$ cat config.mk
export PLATFORM = sky130hd
export DESIGN_NAME = dsa_reg_bridge
export DESIGN_NICKNAME = d
export VERILOG_FILES = /design/src/rtl/dsa_reg_bridge.sv
export SDC_FILE = /design/constraint.sdc
export NUM_CORES = 1
export LEC_CHECK = 0
export BUFFER_PORTS_ARGS = -buffer_cell sky130_fd_sc_hd__buf_2
export CAP_MARGIN = 20
export CELL_PAD_IN_SITES_DETAIL_PLACEMENT = 1
export CELL_PAD_IN_SITES_GLOBAL_PLACEMENT = 2
export CORE_AREA = 3 3 201 350
export DETAILED_ROUTE_END_ITERATION = 10
export DIE_AREA = 0 0 204 353
export PLACE_DENSITY_LB_ADDON = 0.1
export RECOVER_POWER = 100
export SLEW_MARGIN = 20
export SYNTH_ARGS = -nofsm -noshare
export SYNTH_HDL_FRONTEND = slang
export SYNTH_SLANG_ARGS = --single-unit
$ cat constraint.sdc
create_clock -name clk_sys -period 2.35 [get_ports clk_sys]
set_clock_uncertainty 0.15 [all_clocks]
set_input_delay 0.705 -clock clk_sys [delete_from_list [all_inputs] [get_ports clk_sys]]
set_output_delay 0.705 -clock clk_sys [all_outputs]
set_load 0.1 [all_outputs]
$ cat src/rtl/dsa_reg_bridge.sv
// dsa_reg_bridge: clk_sys register/memory bridge for the bilinear DSA core.
// Decodes single-beat register requests, exports config and start, and streams bytes to NMEM banks.
module dsa_reg_bridge #(
  parameter int NMEM         = 2,
  parameter int AW           = 12,
  parameter int DEPTH        = 4096,
  parameter int RD_LAT       = 1,
  parameter int START_CYCLES = 8,
  parameter int DEF_W        = 64,
  parameter int DEF_H        = 64,
  parameter int DEF_SCALE    = 205
) (
  input  logic               clk_sys,
  input  logic               rst_sys_n,
  input  logic               req_valid,
  output logic               req_ready,
  input  logic               req_write,
  input  logic [7:0]         req_addr,
  input  logic [31:0]        req_wdata,
  output logic               rsp_valid,
  output logic [31:0]        rsp_rdata,
  output logic               start_pulse,
  output logic [15:0]        cfg_in_w,
  output logic [15:0]        cfg_in_h,
  output logic [15:0]        cfg_scale_q88,
  input  logic               status_done,
  input  logic               status_busy,
  input  logic [31:0]        perf_flops,
  input  logic [31:0]        perf_mem_rd,
  input  logic [31:0]        perf_mem_wr,
  output logic [NMEM*AW-1:0] mem_addr,
  output logic [NMEM-1:0]    mem_we,
  output logic [NMEM-1:0]    mem_re,
  output logic [NMEM*8-1:0]  mem_wdata,
  input  logic [NMEM*8-1:0]  mem_rdata
);

  localparam logic [1:0]    ST_IDLE  = 2'd0;
  localparam logic [1:0]    ST_MRD   = 2'd1;
  localparam logic [1:0]    ST_RESP  = 2'd2;
  localparam logic [3:0]    BANK_LO  = 4'd2;
  localparam logic [3:0]    BANK_HI  = 4'(NMEM + 2);
  localparam logic [AW-1:0] PTR_LAST = AW'(DEPTH - 1);
  localparam logic [31:0]   DEPTH_W  = 32'(DEPTH);

  // Snap a requested scale onto the 13-step grid 128..258.
  function automatic logic [31:0] quant_scale(input logic [31:0] v);
    logic [31:0] c;
    logic [31:0] k;
    c = (v < 32'd128) ? 32'd128 : ((v > 32'd256) ? 32'd256 : v);
    k = (c - 32'd122) / 32'd13;
    if (k > 32'd10) k = 32'd10;
    else            k = k;
    return 32'd128 + k * 32'd13;
  endfunction

  function automatic logic [AW-1:0] ptr_inc(input logic [AW-1:0] p);
    return (p == PTR_LAST) ? '0 : p + AW'(1);
  endfunction

  logic [1:0]    state_r;
  logic [2:0]    lat_cnt_r;
  logic [2:0]    rd_bank_r;
  logic          req_ready_r, rsp_valid_r, err_r, done_r, busy_r, start_pulse_r;
  logic [31:0]   rsp_rdata_r, in_w_r, in_h_r, scale_r;
  logic [31:0]   flops_r, mem_rd_r, mem_wr_r;
  logic [3:0]    start_cnt_r;
  logic [AW-1:0] ptr_r [NMEM];
  logic [NMEM*AW-1:0] mem_addr_r;
  logic [NMEM-1:0]    mem_we_r, mem_re_r;
  logic [NMEM*8-1:0]  mem_wdata_r;

  logic          acc_s, in_bank_s, is_ptr_s, is_data_s, map_err_s, ro_s, ctrl_wr_s;
  logic          start_ok_s, err_set_s, err_clr_s, ptr_wr_s, dat_wr_s, dat_rd_s;
  logic [3:0]    hi_s;
  logic [2:0]    bank_s;
  logic [AW-1:0] sel_ptr_s;
  logic [31:0]   rd_data_s;
  logic [7:0]    rd_byte_s;

  // Request decode, read mux and error classification.
  always_comb begin
    acc_s     = req_valid && req_ready_r && (state_r == ST_IDLE);
    hi_s      = req_addr[7:4];
    bank_s    = 3'(hi_s - BANK_LO);
    in_bank_s = (hi_s >= BANK_LO) && (hi_s < BANK_HI);
    is_ptr_s  = in_bank_s && (req_addr[3:0] == 4'h0);
    is_data_s = in_bank_s && (req_addr[3:0] == 4'h1);
    sel_ptr_s = '0;
    rd_byte_s = 8'd0;
    for (int b = 0; b < NMEM; b++) begin
      sel_ptr_s = (bank_s == 3'(b)) ? ptr_r[b] : sel_ptr_s;
      rd_byte_s = (rd_bank_r == 3'(b)) ? mem_rdata[b*8 +: 8] : rd_byte_s;
    end
    rd_data_s = 32'd0;
    map_err_s = 1'b0;
    case (req_addr)
      8'h00: rd_data_s = 32'd0;
      8'h01: rd_data_s = in_w_r;
      8'h02: rd_data_s = in_h_r;
      8'h03: rd_data_s = scale_r;
      8'h10: rd_data_s = {29'd0, err_r, busy_r, done_r};
      8'h11: rd_data_s = flops_r;
      8'h12: rd_data_s = mem_rd_r;
      8'h13: rd_data_s = mem_wr_r;
      8'h14: rd_data_s = mem_wr_r;
      default: begin
        if (is_ptr_s) begin
          rd_data_s = {{(32-AW){1'b0}}, sel_ptr_s};
        end else if (is_data_s) begin
          rd_data_s = 32'd0;
        end else begin
          rd_data_s = 32'hDEAD_BEEF;
          map_err_s = 1'b1;
        end
      end
    endcase
    ro_s       = (req_addr >= 8'h10) && (req_addr <= 8'h14);
    ctrl_wr_s  = acc_s && req_write && (req_addr == 8'h00);
    ptr_wr_s   = acc_s && req_write && is_ptr_s;
    dat_wr_s   = acc_s && req_write && is_data_s;
    dat_rd_s   = acc_s && !req_write && is_data_s;
    start_ok_s = ctrl_wr_s && req_wdata[0] && !status_busy;
    err_clr_s  = ctrl_wr_s && req_wdata[1];
    // Set terms win over clear so a combined clear+start can re-flag a busy core.
    err_set_s  = (acc_s && (map_err_s || (req_write && ro_s)))
               || (ctrl_wr_s && req_wdata[0] && status_busy)
               || (ptr_wr_s && (req_wdata >= DEPTH_W));
  end

  // Request FSM, config/status registers, bank pointers and memory strobes.
  always_ff @(posedge clk_sys or negedge rst_sys_n) begin
    if (!rst_sys_n) begin
      state_r     <= ST_IDLE;
      lat_cnt_r   <= 3'd0;
      rd_bank_r   <= 3'd0;
      req_ready_r <= 1'b1;
      rsp_valid_r <= 1'b0;
      rsp_rdata_r <= 32'd0;
      in_w_r      <= 32'(DEF_W);
      in_h_r      <= 32'(DEF_H);
      scale_r     <= 32'(DEF_SCALE);
      err_r       <= 1'b0;
      done_r      <= 1'b0;
      busy_r      <= 1'b0;
      flops_r     <= 32'd0;
      mem_rd_r    <= 32'd0;
      mem_wr_r    <= 32'd0;
      mem_addr_r  <= '0;
      mem_we_r    <= '0;
      mem_re_r    <= '0;
      mem_wdata_r <= '0;
      for (int b = 0; b < NMEM; b++) ptr_r[b] <= '0;
    end else begin
      mem_we_r    <= '0;
      mem_re_r    <= '0;
      rsp_valid_r <= 1'b0;
      done_r      <= status_done;
      busy_r      <= status_busy;
      flops_r     <= perf_flops;
      mem_rd_r    <= perf_mem_rd;
      mem_wr_r    <= perf_mem_wr;
      err_r       <= (err_r && !err_clr_s) || err_set_s;
      if (acc_s && req_write) begin
        case (req_addr)
          8'h01:   in_w_r  <= req_wdata;
          8'h02:   in_h_r  <= req_wdata;
          8'h03:   scale_r <= quant_scale(req_wdata);
          default: scale_r <= scale_r;
        endcase
      end
      for (int b = 0; b < NMEM; b++) begin
        if (bank_s == 3'(b)) begin
          if (ptr_wr_s) begin
            ptr_r[b] <= (req_wdata >= DEPTH_W) ? '0 : req_wdata[AW-1:0];
          end else if (dat_wr_s || dat_rd_s) begin
            ptr_r[b]                <= ptr_inc(ptr_r[b]);
            mem_addr_r[b*AW +: AW]  <= ptr_r[b];
            mem_we_r[b]             <= dat_wr_s;
            mem_re_r[b]             <= dat_rd_s;
            if (dat_wr_s) mem_wdata_r[b*8 +: 8] <= req_wdata[7:0];
          end
        end
      end
      case (state_r)
        ST_IDLE: begin
          if (acc_s) begin
            req_ready_r <= 1'b0;
            if (dat_rd_s) begin
              state_r   <= ST_MRD;
              lat_cnt_r <= 3'(RD_LAT);
              rd_bank_r <= bank_s;
            end else begin
              state_r     <= ST_RESP;
              rsp_valid_r <= 1'b1;
              rsp_rdata_r <= req_write ? 32'd0 : rd_data_s;
            end
          end
        end
        ST_MRD: begin
          // One extra cycle beyond RD_LAT: the strobe cycle itself, then the latency.
          if (lat_cnt_r == 3'd0) begin
            state_r     <= ST_RESP;
            rsp_valid_r <= 1'b1;
            rsp_rdata_r <= {24'd0, rd_byte_s};
          end else begin
            lat_cnt_r <= lat_cnt_r - 3'd1;
          end
        end
        ST_RESP: begin
          state_r     <= ST_IDLE;
          req_ready_r <= 1'b1;
        end
        default: begin
          state_r     <= ST_IDLE;
          req_ready_r <= 1'b1;
        end
      endcase
    end
  end

  // Start pulse stretcher; every accepted start reloads the full width.
  always_ff @(posedge clk_sys or negedge rst_sys_n) begin
    if (!rst_sys_n) begin
      start_cnt_r   <= 4'd0;
      start_pulse_r <= 1'b0;
    end else if (start_ok_s) begin
      start_cnt_r   <= 4'(START_CYCLES);
      start_pulse_r <= 1'b1;
    end else if (start_cnt_r != 4'd0) begin
      start_cnt_r   <= start_cnt_r - 4'd1;
      start_pulse_r <= (start_cnt_r != 4'd1);
    end else begin
      start_cnt_r   <= 4'd0;
      start_pulse_r <= 1'b0;
    end
  end

  assign req_ready     = req_ready_r;
  assign rsp_valid     = rsp_valid_r;
  assign rsp_rdata     = rsp_rdata_r;
  assign start_pulse   = start_pulse_r;
  assign cfg_in_w      = in_w_r[15:0];
  assign cfg_in_h      = in_h_r[15:0];
  assign cfg_scale_q88 = scale_r[15:0];
  assign mem_addr      = mem_addr_r;
  assign mem_we        = mem_we_r;
  assign mem_re        = mem_re_r;
  assign mem_wdata     = mem_wdata_r;

endmodule

* Word level (Yosys, flattened, before mapping) *
Index checks and enable logic that the tools add are counted.

operators by class
  bitwise logic cells = 2
  equality and inequality tests = 20
  div/mod/pow operators = 1
  $lt $le $gt $ge = 8
  add/subtract/negate cells = 7
  mux-type cells = 53
  multiply operators = 1
  reduce and logical (&&, ||, !) cells = 53

operators by type and width
  cell                     number
  $mux W32                 11
  $pmux W32 S8             1
  $mux W12                 9
  $pmux W32 S2             1
  $eq A8 B5 Y1 const B     5
  $add A8 B32 Y32 const A  1
  $div A32 B4 Y32 const B  1
  $ge A32 B13 Y1 const B   1
  $gt A32 B4 Y1 const B    1
  $gt A32 B9 Y1 const B    1
  $lt A32 B8 Y1 const B    1
  $mul A32 B4 Y32 const B  1
  $sub A32 B7 Y32 const B  1
  $add A12 B1 Y12 const B  2
  $eq A12 B12 Y1 const B   2
  $logic_and A1 B1 Y1      20
  $mux W1                  17
  $eq A8 B2 Y1 const B     2
  $mux W8                  2
  $reduce_and A4 Y1        4
  $reduce_and A2 Y1        7
  $ne A2 B2 Y1 const B     5
  $logic_not A3 Y1         3
  $mux W3                  3
  other kinds (28)         43

storage, ports and cells
  output and inout bits = 127
  bits in registers = 310
  logic and storage cells = 170

* Logic depth before layout (Yosys ltp) *
Gate-level depths: netlist of run 1.

  depth in word-level cells = 11
  mapped depth = 43
  gate-level depth less buffers = 41

* Least setup slack after synthesis of run 1 *
No wires, ideal clock.

  kind = in2reg
  start point = in req_wdata[14]
  end point = reg scale_r[8]
  required time = 2.066 ns
  arrival = 7.868 ns
  stages = 34
  library setup time = 0.134 ns
  setup slack = -5.802 ns
  cell sequence = or4_1 -> or4_1 -> buf_2 -> nor3_1 -> and2_1 -> inv_1 -> ha_1 -> nor2b_1 -> a21oi_1 -> nor4b_1 -> or2_2 -> a311o_1 -> nand3_1 -> and2_4 -> buf_6 -> and4_4 -> nor2_1 -> ha_1 -> o32a_4 -> a211oi_4 -> a21oi_1 -> a21oi_1 -> and2_1 -> ha_1 -> inv_1 -> fa_1 -> inv_1 -> ha_1 -> ha_1 -> fa_1 -> a21o_1 -> a21oi_1 -> xnor2_1 -> o21ai_0

between the ends
  cells in the longest elaborated chain, start to end = 11

ends and longest elaborated chain
  item                  RTL line  source
  from (decl)           19        input logic [31:0] req_wdata,
  $gt A32 B9 Y1         50        c = (v < 32'd128) ? 32'd128 : ((v > 32'd256) ? 32'd256 : v);
  $mux W32              50
  $mux W32 *            50
  $sub A32 B7 Y32 *     51        k = (c - 32'd122) / 32'd13;
  $div A32 B4 Y32 *     51
  $gt A32 B4 Y1         52        if (k > 32'd10) k = 32'd10;
  $mux W32 *            52
  $mux W32 *            165       case (req_addr)
  $mux W32 *            164       if (acc_s && req_write) begin
  $mul A32 B4 Y32 *     54        return 32'd128 + k * 32'd13;
  $add A8 B32 Y32 *     54
  to (signal assigned)  142       scale_r <= 32'(DEF_SCALE);
  to (signal assigned)  168       8'h03: scale_r <= quant_scale(req_wdata);
  to (signal assigned)  169       default: scale_r <= scale_r;
  to (decl)             65        logic [31:0] rsp_rdata_r, in_w_r, in_h_r, scale_r;

Mark *: on every way between the ends. The rest lies on a longest branch, timed or not. The select of a mux whose other input is x is not followed.
A chain may end at the register's enable or synchronous reset.

* Final worst setup path of run 1 *
  start point = in req_wdata[13]
  end point = reg scale_r[8]

Same word-level chain as after synthesis.

==> results of run 1 <==
## routing by layer
metal	part of all wire (%)	vias up	wire length, microns	global-route usage (%)
met1	36	7509	27760	22.33
met4	3.3	4	2514	6.199
met2	55	375	42130	41.11
li1	-	6887	-	-
met3	5.0	95	3800	3.873
met5	0.038	-	29	0
## report_power, final
group / internal [W] / switching (W) / total [W]
registers: 0.00570 / 0.000247 / 0.00595
logic: 0.00148 / 0.00351 / 0.00498
clock network: 0.00332 / 0.00248 / 0.00580
## kinds of logic after synthesis
kind of cell             Yosys count  synth area share, %
AO/OA/AOI/OAI                    378                15.50
XOR/XNOR                          28                1.458
adder cells (fa/ha/maj)          124                10.37
buffers and inverters            223                6.160
flip-flops                       310                46.18
multiplexers                     128                8.421
other                              2              0.04465
AND/OR/NAND/NOR                  405                11.87
## Yosys cell counts, types with 3 or more instances
master / count / area, sq um
inv_1: 102 / 382.9
a31oi_1: 20 / 125.1
o22a_1: 5 / 43.79
o21ai_0: 91 / 455.4
a32oi_1: 4 / 35.03
nand3b_1: 6 / 45.04
dfstp_2: 8 / 210.2
nor3b_1: 5 / 37.54
or3_1: 11 / 68.82
nand2_1: 121 / 454.2
a221oi_1: 20 / 175.2
clkbuf_1: 60 / 225.2
o21bai_1: 3 / 22.52
and2_1: 17 / 106.4
buf_4: 48 / 360.4
nor4_1: 15 / 93.84
ha_1: 97 / 1214
nor2_1: 71 / 266.5
xnor2_1: 15 / 131.4
nor3_1: 29 / 145.1
mux2_2: 108 / 1216
a21o_1: 17 / 127.6
o22ai_1: 3 / 18.77
o21a_1: 3 / 22.52
buf_1: 8 / 30.03
nand3_1: 61 / 305.3
xor2_1: 13 / 113.9
dfrtp_1: 302 / 7557
a211oi_1: 10 / 75.07
o41ai_1: 3 / 26.28
fa_1: 26 / 520.5
and3_1: 21 / 131.4
o31ai_1: 9 / 67.56
nand4_1: 7 / 43.79
a31o_2: 4 / 35.03
a21oi_1: 72 / 360.4
nor2b_1: 13 / 81.33
mux2i_1: 20 / 200.2
nand2b_1: 12 / 75.07
a222oi_1: 19 / 190.2
a22o_1: 28 / 245.2
a22oi_1: 43 / 322.8
## layout by cell type (no fill, tap or decap), types with 66 or more instances in the layout
cell and count:
ha_1 84, inv_1 96, dfrtp_1 301, o21ai_0 78, conb_1 74, buf_4 283
a21oi_1 66, nand2_1 108, mux2_2 95, clkbuf_2 73, buf_2 173
## area by class of cell
class	instances	share of cell area, %
multi-input cells	1137	37.88
flip-flops and latches	310	32.48
repair buffers	622	18.29
well taps	896	4.685
clock buffers	47	4.277
inverters	102	1.626
clock inverters	19	0.6797
diodes	5	0.05228
repair inverters	1	0.03137
## registers in the layout, indices dropped and copies added (netlist names), 32 cells and up
| signal | flops |
|---|---|
| rsp_rdata | 32 |
| scale_r | 32 |
| mem_rd_r | 32 |
| in_h_r | 32 |
| flops_r | 32 |
| mem_wr_r | 32 |
| in_w_r | 32 |
## metrics by stage
| step | setup WS [ns] | cells |
|---|---|---|
| final | -4.710 | 3139 |
| after detailed placement | -5.501 | 3050 |
| after floorplan | -5.116 | 1670 |
| after global routing | -4.972 | 3134 |
| after CTS | -4.653 | 3126 |
| after global placement | -5.469 | 3050 |
## worst max-delay path by stage
stage | start | end | slack (ns) | cells past startpoint
after floorplan | req_wdata[14] | scale_r[8] | -5.12 | 31
after global placement | req_wdata[14] | scale_r[8] | -5.47 | 34
after detailed placement | req_wdata[14] | scale_r[8] | -5.50 | 34
after CTS | req_wdata[13] | scale_r[8] | -4.65 | 32
after global routing | req_wdata[13] | scale_r[8] | -4.97 | 36
final | req_wdata[13] | scale_r[8] | -4.71 | 34
## worst max-delay path, delay by kind of cell
kind | cells | cell delay, ns
AOI/OAI and AO/OA | 9 | 1.77
xor gates and xnor gates | 2 | 0.32
adders and majority gates | 7 | 1.71
buffers and inverters | 6 | 0.52
and+or+nand+nor | 10 | 2.28
## timing repair
item	CTS	global route
cloned	2	1
setup buffers	8	8
hold endpoints to repair	16	0
pin swaps	42	31
endpoints found under the setup margin	59	56
resized for setup	74	62
hold buffers	1	0
==> flow_summary.ini, run 1 <==
[run_status]
status = finished, violations left
violations = negative setup slack

[global_routing]
grt_max_degree = 63
grt_pass1_wl_mm = 110.8
grt-ovfl-total = 0
grt_pass1_vias = 16560
antenna_found_initial = 6
grt.total_usage_pct = 20.95

[clock_network]
clockBufferDepth = 3
h-tree-depth = 2
clock_latency_ns = 0.58
cts_tree = yes
cts_num_sinks = 310
cts-root-buf = clkbuf_16
path_clk_slew_ns = 0.06
cts_buffers = 37

[worst_setup_path]
required_ns = 2.64
path_class = in2reg
cp.arrival_ns = 7.35
r2r_slack_ns = -0.20
r2r_cells = 7
slowest_delay_ns = 0.56
endpoint_kind = flop
start_kind = input port
critical_path_peak_fanout = 3
rr_endpoint = mem_wdata[5]
crit_slowest_cell = or4_4
crit_top_cell = ha_4
crit-reg2reg-launch = state_r[1]

[synth]
syn_inst = 1598
async_flop_share_pct = 100.0
ys_types = 82
ys_seq_area_share_pct = 46.18
syn_area_per_cell_sq_um = 10.52
post_synth_instance_area_sq_mm = 0.01682
synth-edff-count = 0
synth_top_flop_cell = dfrtp_1
ys_seq_elements = 310
yosysWarnings = 0

[cells_and_area]
drive_gt1_share_pct = 40.62
fill_cells = 7642
nNetsFinal = 2492
fin_area_sq_mm = 0.02393
seq_area_sq_mm = 0.007772
final_util_pct = 35.38
synthToLayoutAreaGrowth_pct = 42.29
multi_input_area_sq_mm = 0.009064

[timing]
setup_viol = 108
finalMaxSlewViolations = 0
setup_ws_ns = -4.710
tightestPinTransition_ns = 0.9292
hold_violations = 0
fmax_ghz = 0.1416
final.setup.tns_ns = -45.72
min_period_over_period_pct = 300.4
finalCriticalPeriod_ns = 7.060
grt_setup_unrepaired = true
holdWs_ns = 0.08260
relSlewSlack_pct = 38.05

[place]
gp_congestion = 0.8868
placed_cell_area_sq_mm = 0.02223
post-dp-hpwl_mm = 61.82
port_buffers = 284

[min_path]
hold_path_class = in2reg
min-delay-start = perf_flops[2]
min_path_cells = 1
hold-path-endpoint = flops_r[2]

[floorplanning]
start_util_pct = 24.87
coreArea_sq_mm = 0.06763
die_width_microns = 204
num_rows = 126
die-height_microns = 353
die_area_sq_mm = 0.07201
pin_count = 285

[power]
vdd_drop_max_mv = 0.7772
p_per_area_mw_per_mm2 = 699.1
p_leak_nw = 11.86
p_total_w = 0.01673

[route]
viasPerCell = 4.737
wirelength_mm = 76.24
drc = 0
dr_total_vias = 14870
routedWlPerCell_microns = 24.29
ant_nets = 0
drt_iter0_drc = 507
drtPass1Iterations = 5

[job]
cap_violations = 0
Power figures use the tool's default switching activity.
==> run 2, diff against run 1 <==
--- a/config.mk
+++ b/config.mk
@@ -5,13 +5,13 @@
 export SDC_FILE = /design/constraint.sdc
 export NUM_CORES = 1
 export LEC_CHECK = 0
-export BUFFER_PORTS_ARGS = -buffer_cell sky130_fd_sc_hd__buf_2
 export CAP_MARGIN = 20
 export CELL_PAD_IN_SITES_DETAIL_PLACEMENT = 1
 export CELL_PAD_IN_SITES_GLOBAL_PLACEMENT = 2
 export CORE_AREA = 3 3 201 350
 export DETAILED_ROUTE_END_ITERATION = 10
 export DIE_AREA = 0 0 204 353
+export DONT_BUFFER_PORTS = 1
 export PLACE_DENSITY_LB_ADDON = 0.1
 export RECOVER_POWER = 100
 export SLEW_MARGIN = 20
==> flow_summary.ini, run 2 (same netlist as run 1, synthesis figures left out) <==
[worst_setup_path]
endpoint_kind = flop
slowest_delay_ns = 0.56
path_class = in2reg
required_ns = 2.64
crit_top_cell = ha_4
start_kind = input port
crit_slowest_cell = or4_4
critical_path_peak_fanout = 4
cp.arrival_ns = 7.17

[global_routing]
antenna_found_initial = 1
grt_pass1_wl_mm = 107.8
grt_pass1_vias = 15910
grt.total_usage_pct = 20.41
grt-ovfl-total = 0
grt_max_degree = 311

[cells_and_area]
synthToLayoutAreaGrowth_pct = 41.83
drive_gt1_share_pct = 35.51
multi_input_area_sq_mm = 0.009062
instances_no_fill = 3009
nNetsFinal = 2369
final_util_pct = 35.27
final_common_cell = buf_4
fill_cells = 7491
seq_area_sq_mm = 0.007818
final_cell_mix = 266 x buf_4, 265 x dfrtp_1, 109 x nand2_1, 98 x dlygate4sd3_1, 96 x inv_1
fin_area_sq_mm = 0.02385

[power]
p_clk_share_pct = 35.2
comb_power_share_pct = 29.3
p_seq_share_pct = 35.5
p_total_w = 0.01657
p_per_area_mw_per_mm2 = 694.5
p_leak_nw = 11.36
switching_share_pct = 35.66
p_sw_w = 0.005908
vdd_drop_max_mv = 0.6132
power.internal_w = 0.01066

[route]
drc = 0
dr_total_vias = 14500
routedWlPerCell_microns = 24.85
wirelength_mm = 74.79
drtPass1Iterations = 6
ant_nets = 0
drt_iter0_drc = 591
viasPerCell = 4.818

[run_status]
status = finished, violations left
violations = negative hold slack, negative setup slack

[timing]
holdWs_ns = -0.3072
fmax_ghz = 0.1455
final.setup.tns_ns = -52.21
setup_ws_ns = -4.524
finalCriticalPeriod_ns = 6.874
finalMaxSlewViolations = 0
hold_violations = 302
min_period_over_period_pct = 292.5
grt_setup_unrepaired = true
tightestPinTransition_ns = 0.8450
setup_viol = 112
relSlewSlack_pct = 43.15

[floorplanning]
start_util_pct = 24.87
num_rows = 126
die-height_microns = 353
pin_count = 285
die_area_sq_mm = 0.07201
die_width_microns = 204
coreArea_sq_mm = 0.06763

[place]
post-dp-hpwl_mm = 58.56
dp_cells = 2803
placed_cell_area_sq_mm = 0.02096
gp_congestion = 0.8418
port_buffers = 0

[clock_network]
clock_latency_ns = 0.57
cts_num_sinks = 310
cts_tree = yes
path_clk_slew_ns = 0.05
h-tree-depth = 2
clockBufferDepth = 3
holdBufCountCts = 98
cts-root-buf = clkbuf_16
cts_buffers = 36

[job]
cap_violations = 0

[min_path]
hold_path_class = in2async
==> run 2: changes by cell type in the layout (fill, tap and decap cells not counted), sizes merged <==
cell,change
buf,-147
bufinv,+2
clkinvlp,+1
dlygate4sd3,+97
clkinv,-6
clkbuf,-71
diode,-4
inv,-2
==> run 2: what timing repair did <==
item | in CTS | in global routing
gates resized for setup | 111 | 67
gates cloned | 0 | 4
setup buffers | 25 | 20
pin swaps | 45 | 40
endpoints found under the hold margin | 408 | 303
setup endpoints to repair | 108 | 65
==> run 2: metal layers <==
metal	part of all wire [%]	track usage (%)	vias to the layer above
met2	54	39.12	361
li1	-	-	6620
met4	3.8	6.668	0
met1	37	22.00	7419
met3	5.3	4.233	97
met5	0	0	-
==> run 2: layout make-up <==
type / instances / area share (%)
diodes: 1 / 0.01049
clock buffers: 47 / 4.159
repair buffers: 501 / 17.88
multi-input cells: 1137 / 37.99
clock inverters: 15 / 0.8602
inverters: 102 / 1.631
flip-flops and latches: 310 / 32.77
well taps: 896 / 4.700
==> run 2: final timing paths <==
kind / from / endpoint / depth (start not counted) / slack, ns
worst max-delay path: req_wdata[13] / scale_r[8] / 30 / -4.52
worst min-delay path: rst_sys_n / start_pulse / 0 / -0.31
worst max register to register: req_ready / mem_wdata[6] / 7 / -0.34
worst min register to register: rsp_rdata[14] / rsp_rdata[14] / 1 / 0.32
max in group asynchronous: rst_sys_n / in_h_r[12] / 0 / 1.74
min in group clk_sys: req_addr[4] / mem_re[0] / 1 / 0.09
==> run 2: power groups by stage <==
stage	registers [W]	clock network [W]	logic, W
finish	0.00588	0.00584	0.00485
floorplan	0.00753	0	0.00185
CTS	0.00589	0.00608	0.00451
global route	0.00591	0.00625	0.00524
detailed placement	0.00598	0	0.00428
global placement	0.00597	0	0.00426
==> run 2: worst max-delay path: cells and delay by family <==
family | cells | cell delay [ns]
and+or+nand+nor | 10 | 2.28
adders and majority gates | 7 | 1.90
AOI/OAI and AO/OA | 7 | 1.62
xor gates and xnor gates | 2 | 0.33
buffers and inverters | 4 | 0.32
==> run 2: metrics by stage <==
step	hold slack (ns)	worst slack, ns
after floorplan	0.2594	-5.116
after global placement	0.2738	-5.251
after detailed placement	0.2750	-5.374
after CTS	-0.3634	-4.445
after global routing	-0.3428	-4.750
final	-0.3072	-4.524
==> run 3, diff against run 2 <==
--- a/config.mk
+++ b/config.mk
@@ -12,7 +12,7 @@
 export DETAILED_ROUTE_END_ITERATION = 10
 export DIE_AREA = 0 0 204 353
 export DONT_BUFFER_PORTS = 1
-export PLACE_DENSITY_LB_ADDON = 0.1
+export PLACE_DENSITY_LB_ADDON = 0.2
 export RECOVER_POWER = 100
 export SLEW_MARGIN = 20
 export SYNTH_ARGS = -nofsm -noshare
==> flow_summary.ini, run 3 (same netlist as run 1, synthesis figures left out) <==
[run_status]
status = finished, violations left
violations = negative hold slack, negative setup slack

[place]
gp_congestion = 0.8593
dp_cells = 2801
post-dp-hpwl_mm = 57.08
placed_cell_area_sq_mm = 0.02090
port_buffers = 0

[global_routing]
grt_pass1_vias = 16210
grt_max_degree = 311
grt-ovfl-total = 0
grt_pass1_wl_mm = 107.2
antenna_found_initial = 2
grt.total_usage_pct = 20.09

[clock_network]
path_clk_slew_ns = 0.06
cts_tree = yes
cts_num_sinks = 310
cts-root-buf = clkbuf_16
clockBufferDepth = 3
cts_buffers = 36
clock_latency_ns = 0.58
holdBufCountCts = 98
h-tree-depth = 2

[route]
wirelength_mm = 73.12
drtPass1Iterations = 5
drt_iter0_drc = 597
ant_nets = 0
viasPerCell = 4.848
drc = 0
routedWlPerCell_microns = 24.49
dr_total_vias = 14480

[cells_and_area]
final_cell_mix = 268 x dfrtp_1, 248 x buf_4, 111 x nand2_1, 98 x dlygate4sd3_1, 96 x inv_1
nNetsFinal = 2343
drive_gt1_share_pct = 33.84
synthToLayoutAreaGrowth_pct = 40.20
fin_area_sq_mm = 0.02358
final_common_cell = dfrtp_1
instances_no_fill = 2986

[worst_setup_path]
path_class = in2reg
required_ns = 2.66
start_kind = input port
r2r_cells = 7
slowest_delay_ns = 0.56
setup.worst_path.start = req_wdata[13]
crit_end = scale_r[8]
cp.arrival_ns = 7.08
r2r_slack_ns = -0.17
rr_endpoint = mem_wdata[5]
critical_path_peak_fanout = 4
endpoint_kind = flop
crit-reg2reg-launch = req_ready
crit_slowest_cell = or4_4

[power]
comb_power_share_pct = 27.9
p_leak_nw = 11.20
p_per_area_mw_per_mm2 = 703.7
p_total_w = 0.01659
vdd_drop_max_mv = 0.5688
switching_share_pct = 36.16
p_clk_share_pct = 36.7
p_sw_w = 0.006000
power.internal_w = 0.01059
p_seq_share_pct = 35.4

[timing]
holdWs_ns = -0.3406
grt_setup_unrepaired = true
relSlewSlack_pct = 50.53
finalMaxSlewViolations = 0
hold_violations = 302
fmax_ghz = 0.1476
min_period_over_period_pct = 288.2
tightestPinTransition_ns = 0.7234
setup_viol = 53
setup_ws_ns = -4.424
finalCriticalPeriod_ns = 6.774

[floorplanning]
start_util_pct = 24.87
die_area_sq_mm = 0.07201
pin_count = 285
die-height_microns = 353
die_width_microns = 204
num_rows = 126
coreArea_sq_mm = 0.06763

[min_path]
hold_path_class = in2async

[job]
cap_violations = 0
-- run 3: cell types whose count changed in the layout (fill, tap and decap cells not counted), moves of 4 or more --
cell      before  now
nor2_4        13    9
buf_12        22   17
buf_4        266  248
buf_6         20   12
clkbuf_4      24   49
buf_2         47   31
nor2_1        54   60
-- run 3: repair_timing --
action	4_1_cts	5_1_grt
endpoints found under the hold margin	408	310
gates resized for setup	86	54
setup endpoints to repair	62	43
setup buffers	15	7
cloned	0	1
pin swaps	37	30
-- run 3: through the flow --
step,util (%),TNS (ns),worst slack (ns)
finish,34.87,-38.94,-4.424
global route,34.87,-51.40,-4.659
CTS,34.81,-37.12,-4.463
detailed placement,30.90,-115.49,-5.458
global placement,30.90,-105.01,-5.353
floorplan,-,-64.11,-5.116
-- run 3: worst max-delay path: cells and delay by family --
family,cells,cell delay (ns)
buffers and inverters,6,0.60
AO/OA/AOI/OAI,9,1.64
AND/OR/NAND/NOR,10,2.32
XOR/XNOR,2,0.32
adder cells (fa/ha/maj),6,1.48
-- run 3: power groups by stage --
stage	clock network (W)	logic, W	registers [W]
after CTS	0.00631	0.00447	0.00588
after global placement	0	0.00426	0.00597
after floorplan	0	0.00185	0.00753
after global routing	0.00649	0.00500	0.00591
final	0.00608	0.00464	0.00588
after detailed placement	0	0.00429	0.00598
-- run 3: how the worst min path moves through the flow --
stage	startpoint	end	slack, ns	cells past startpoint
after floorplan	rst_sys_n	busy_r	0.26	0
after global placement	rst_sys_n	rsp_rdata[23]	0.27	0
after detailed placement	rst_sys_n	rsp_rdata[21]	0.27	0
after CTS	rst_sys_n	rsp_rdata[21]	-0.39	0
after global routing	rst_sys_n	rsp_rdata[21]	-0.38	0
final	rst_sys_n	rsp_rdata[21]	-0.34	0
-- run 3: area by class of cell --
class	instances	area [sq um]
fillers	7449	44050
multi-input cells	1137	9022
inverters	102	385.4
repair buffers	475	3963
well taps	896	1121
clock inverters	17	266.5
clock buffers	48	1006
flip-flops and latches	310	7814
diodes	1	2.502
-- run 3: metal layers --
metal	GRT usage, %	routed length (microns)
met1	21.52	26800
met2	38.35	39330
met3	4.464	4241
met4	6.736	2739
met5	0	7
